File: src/rtl/out_sig_collector.sv
// Per-run MISR signature collector for the reduced output nibble stream.
// Optional OUT_SIG_STRAY_CHECK_EN enables sticky detection of beats arriving while idle.
module out_sig_collector #(
    parameter int                   DIN_WIDTH    = 4,
    parameter int                   SIG_WIDTH    = 16,
    parameter int                   CNT_WIDTH    = 16,
    parameter logic [SIG_WIDTH-1:0] SIG_POLY     = 16'h1021,
    parameter logic [SIG_WIDTH-1:0] SIG_SEED     = 16'hFFFF,
    parameter int                   DRAIN_CYCLES = 3
) (
    input  logic                 ap_clk,
    input  logic                 ap_rst,
    input  logic                 ap_start,
    input  logic                 ap_done,
    input  logic                 data_valid_in,
    input  logic [DIN_WIDTH-1:0] data_in,
    output logic [SIG_WIDTH-1:0] sig_out,
    output logic [CNT_WIDTH-1:0] beat_count,
    output logic [CNT_WIDTH-1:0] run_count,
    output logic                 result_valid,
    output logic                 busy,
    output logic                 stray_err
);

    localparam int DW = (DRAIN_CYCLES < 1) ? 1 : $clog2(DRAIN_CYCLES + 1);

    typedef enum logic [1:0] {
        ST_IDLE  = 2'd0,
        ST_RUN   = 2'd1,
        ST_DRAIN = 2'd2
    } state_t;

    state_t               state_q;
    logic [SIG_WIDTH-1:0] sig_q, sig_d;
    logic [CNT_WIDTH-1:0] cnt_q, cnt_d;
    logic [DW-1:0]        drain_q;
    logic [SIG_WIDTH-1:0] sig_out_q;
    logic [CNT_WIDTH-1:0] beat_count_q;
    logic [CNT_WIDTH-1:0] run_count_q;
    logic                 result_valid_q;
    logic                 busy_q;

    // Accumulator value including the current cycle's beat, if any.
    always_comb begin
        sig_d = sig_q;
        cnt_d = cnt_q;
        if (data_valid_in) begin
            sig_d = {sig_q[SIG_WIDTH-2:0], 1'b0}
                  ^ (sig_q[SIG_WIDTH-1] ? SIG_POLY : '0)
                  ^ SIG_WIDTH'(data_in);
            cnt_d = (&cnt_q) ? cnt_q : cnt_q + CNT_WIDTH'(1);
        end
    end

    always_ff @(posedge ap_clk or posedge ap_rst) begin
        if (ap_rst) begin
            state_q        <= ST_IDLE;
            sig_q          <= SIG_SEED;
            cnt_q          <= '0;
            drain_q        <= '0;
            sig_out_q      <= '0;
            beat_count_q   <= '0;
            run_count_q    <= '0;
            result_valid_q <= 1'b0;
            busy_q         <= 1'b0;
        end else begin
            result_valid_q <= 1'b0;
            case (state_q)
                ST_IDLE: begin
                    if (ap_start) begin
                        sig_q   <= SIG_SEED;
                        cnt_q   <= '0;
                        state_q <= ST_RUN;
                        busy_q  <= 1'b1;
                    end
                end
                ST_RUN: begin
                    sig_q <= sig_d;
                    cnt_q <= cnt_d;
                    if (ap_done) begin
                        if (DRAIN_CYCLES == 0) begin
                            sig_out_q      <= sig_d;
                            beat_count_q   <= cnt_d;
                            run_count_q    <= run_count_q + CNT_WIDTH'(1);
                            result_valid_q <= 1'b1;
                            state_q        <= ST_IDLE;
                            busy_q         <= 1'b0;
                        end else begin
                            drain_q <= DW'(DRAIN_CYCLES);
                            state_q <= ST_DRAIN;
                        end
                    end
                end
                ST_DRAIN: begin
                    sig_q   <= sig_d;
                    cnt_q   <= cnt_d;
                    drain_q <= drain_q - DW'(1);
                    if (drain_q == DW'(1)) begin
                        sig_out_q      <= sig_d;
                        beat_count_q   <= cnt_d;
                        run_count_q    <= run_count_q + CNT_WIDTH'(1);
                        result_valid_q <= 1'b1;
                        state_q        <= ST_IDLE;
                        busy_q         <= 1'b0;
                    end
                end
                default: begin
                    state_q <= ST_IDLE;
                    busy_q  <= 1'b0;
                end
            endcase
        end
    end

`ifdef OUT_SIG_STRAY_CHECK_EN
    logic stray_q;

    // Stray beats only raise the flag; the accumulator ignores them in IDLE.
    always_ff @(posedge ap_clk or posedge ap_rst) begin
        if (ap_rst) begin
            stray_q <= 1'b0;
        end else if (state_q == ST_IDLE && data_valid_in) begin
            stray_q <= 1'b1;
        end
    end

    assign stray_err = stray_q;
`else
    assign stray_err = 1'b0;
`endif

    assign sig_out      = sig_out_q;
    assign beat_count   = beat_count_q;
    assign run_count    = run_count_q;
    assign result_valid = result_valid_q;
    assign busy         = busy_q;

endmodule

File: config.mk
export PLATFORM = sky130hd
export DESIGN_NAME = out_sig_collector
export DESIGN_NICKNAME = d
export VERILOG_FILES = /design/src/rtl/out_sig_collector.sv
export SDC_FILE = /design/constraint.sdc
export NUM_CORES = 1
export LEC_CHECK = 0
export BUFFER_PORTS_ARGS = -buffer_cell sky130_fd_sc_hd__buf_2
export CAP_MARGIN = 25
export CORE_MARGIN = 8
export CORE_UTILIZATION = 45
export DETAILED_ROUTE_END_ITERATION = 16
export PLACE_DENSITY = 0.68
export RECOVER_POWER = 100
export REMOVE_ABC_BUFFERS = 1
export SETUP_SLACK_MARGIN = 0.1
export SYNTH_ARGS = -nofsm -noshare
export SYNTH_HDL_FRONTEND = slang
export SYNTH_SLANG_ARGS = --single-unit
File: constraint.sdc
create_clock -name ap_clk -period 2.9 [get_ports ap_clk]
set_input_delay 0.29 -clock ap_clk [delete_from_list [all_inputs] [get_ports ap_clk]]
set_output_delay 0.29 -clock ap_clk [all_outputs]
set_load 0.02 [all_outputs]
==> key figures <==
Clock network
  • Num CTS Buffers: 9
  • CTS sink cnt: between 80 and 90
  • Max Root-Sink Buffers: 2
  • Hold Buf Count CTS: 0
  • Clock transition at the registers of the reported paths: 0.09 ns
  • Worst-skew pair later-pin latency: roughly 0.36 ns
  • CTS H-tree lvls: 3
  • Post-CTS setup buffer count: 0
  • CTS tree: done
  • Post-CTS sizing: 0
  • Clock root cell: clkbuf_8

Critical path
  • Worst r2r src: state_q[0]
  • Startpoint Class: register
  • CP Data Required Time: 3.17 ns
  • Crit path DAT: roughly 2.6 ns
  • Setup crit end kind: register
  • R2r setup slk: 0.58 ns
  • Highest fanout seen on the critical path: 16
  • Critical path's slowest cell: a21oi_2
  • Worst R2R End: sig_q[12]
  • CP cell instances: inv_1 > ha_1 > nand2b_1 > and2_0 > a21oi_2 > nor2_1 > a31oi_1
  • Largest stage delay, worst path: between 0.6 and 0.7 ns
  • R2R depth: 7
  • Setup CP Type: reg -> reg

Hold path
  • WHS Endpoint: busy
  • Worst Hold Launch: ap_start
  • Min-delay worst type: in -> reg
  • Hold Path Depth: 3

Run status
  • Violated checks: capacitance limit, slew limit
  • Status: finished, violations left

Die
  • Chip height: ~110 µm
  • Core area: 0.00911 mm²
  • Initial core utilization: 0.455
  • Die width: 112 µm
  • DIE AREA: 0.0125 mm²
  • # rows: 35
  • I/O pins: 60

Yosys
  • Synthesized area per cell: 10.0 µm²
  • Sequential area share after synthesis: 0.524
  • Number of synthesized flops with an enable pin: 0
  • Synthesized area: 0.00415 mm²
  • Number of synthesis warnings: 0
  • Ys async rst share: 1.00
  • Synth Flop Type: dfrtp_1
  • Cells after Synth: between 400 and 500
  • Yosys cell types: 49
  • Post-synthesis register bit count: 86

Route
  • Pre-antenna DRT Iters: 4
  • Via density: 5.37
  • DRT antenna net count: 0
  • Met3 WL: 463 µm
  • Met1 WL: 4170 µm
  • Routed wire length per instance: 14.7 µm
  • Vias: about 3.1k
  • Highest Signal Layer: met4
  • Total routed wirelength: 8570 µm
  • DRT iter0 DRCs: 141
  • Met2 WL: 3860 µm
  • DRC: 0

Cells and area
  • Layout cells sized above 1: 0.116
  • Nets: around 480
  • Most common cell after layout, fill and taps aside: dfrtp_1
  • # diodes: 0
  • Most frequent cells in the layout: dfrtp_1, nand2_1, clkbuf_1
  • Area growth, synth to finish: 11.7%
  • Fillers: around 890

Timing
  • Tightest Pin Transition: 2.10 ns
  • Part of the cycle the worst path needs: 0.800
  • Final Hold Viols: 0
  • RSZ-0062 raised after global routing: no
  • Highest Clock Rate: 431 MHz
  • Min Hold Slack: 0.239 ns
  • Final Setup Violations: 0
  • Slew Limit Headroom: -0.398
  • Final Slew Violations: 87
  • Fin crit period: 2.32 ns
  • Worst Clk Skew: 0.0163 ns
  • Final setup TNS: 0 ns

Global route
  • Initial antenna violation count: 0
  • GRT overflow: 0
  • Total Routing Usage GR: 0.141
  • First-pass GRT wire length: 14900 µm
  • Largest net degree at the start of global routing: 87
  • Vias in the first global route: 3107

Flow run
  • Number of max-cap violations: 1

Placed design
  • Dpl hpwl: 6060 µm
  • Gpl congestion: 0.891
  • Port Buf Inserts: between 50 and 60

Power and ir drop
  • Peak supply drop: roughly 0.51 mV
  • Pwr dens: 943 mW/mm²
  • Leak Pwr: 1.98 nW
## metal layers
layer / vias up / GRT usage
met5: - / 0
met4: 0 / 0.0351
met3: 7 / 0.0406
met2: 62 / 0.226
met1: 1501 / 0.185
li1: 1567 / -
## layout make-up
class | count | area (µm²) | share of cell area
flip-flops and latches | 86 | 2170 | 0.469
clock buffers | 10 | 138 | 0.0297
clock inverters | 6 | 52.6 | 0.0113
well taps | 111 | 139 | 0.0300
inverters | 12 | 46.3 | 0.00999
repair buffers | 64 | 264 | 0.0570
multi-input cells | 295 | 1820 | 0.393
## registers in the layout (all words and copies together) (netlist names)
name          cells
drain_q           2
result_valid      1
state_q           2
sig_out          16
busy              1
sig_q            16
cnt_q            16
beat_count       16
run_count        16
## metrics by stage
stage	total power, mW	instances	util	worst slack [ns]	cell area (µm²)
6_report	4.37	584	0.509	0.579	4630
5_1_grt	4.74	584	0.509	0.316	4630
4_1_cts	4.52	584	0.520	0.699	4740
3_5_place_dp	3.69	568	0.499	0.727	4550
3_3_place_gp	3.63	568	0.499	0.847	4550
2_1_floorplan	3.08	393	-	0.314	4060
## worst max path at each step
| stage | endpoint | slack, ns | startpoint |
|---|---|---|---|
| 6_report | sig_q[12] | 0.58 | state_q[0] |
| 5_1_grt | cnt_q[9] | 0.32 | state_q[0] |
| 4_1_cts | sig_q[11] | 0.70 | state_q[0] |
| 3_5_place_dp | sig_q[12] | 0.73 | state_q[0] |
| 3_3_place_gp | sig_q[14] | 0.85 | state_q[0] |
| 2_1_floorplan | run_count[13] | 0.31 | state_q[0] |
## cell usage after synthesis (2+ instances only)
cell type	n	area [µm²]
a22o_1	3	26.3
and3_1	2	12.5
and2_1	2	12.5
dfstp_2	16	420
nand4_1	10	62.6
a21oi_1	17	85.1
buf_2	6	30.0
a31oi_1	9	56.3
o21ai_1	2	10.0
nand2_1	52	195
xor2_1	15	131
clkbuf_1	13	48.8
inv_1	11	41.3
nor2_1	32	120
a21o_1	3	22.5
nand3_1	19	95.1
xnor2_1	16	140
nor3_1	5	25.0
nor4_1	3	18.8
o21ai_0	41	205
ha_1	7	87.6
mux2i_1	19	190
dfrtp_1	70	1750
o22a_1	15	131
## cell families (layout without fill, tap and decap cells)
group	count (synthesis)	after routing	share of synthesized area
mux	20	20	0.0486
flops	86	86	0.524
buf+inv	32	92	0.0317
fa+ha+maj	7	7	0.0211
xor+xnor	31	31	0.0655
other cells	1	1	0.000904
compound gates	99	99	0.150
simple gates	137	137	0.158
## worst max-delay path: cells and delay by family, from the launching register on
family	cells	cell delay [ns]
AO/OA/AOI/OAI	2	0.86
AND/OR/NAND/NOR	3	0.59
flip-flops	1	0.41
adder cells (fa/ha/maj)	1	0.27
buffers and inverters	1	0.11
## report_power, final
part | switching (mW) | total (mW) | internal [mW] | leakage [nW]
Clock | 0.456 | 0.804 | 0.348 | 0.0914
Sequential | 0.259 | 1.87 | 1.62 | 1.06
Combinational | 1.13 | 1.69 | 0.565 | 0.827
No activity file was read; power rests on OpenSTA's default activity.
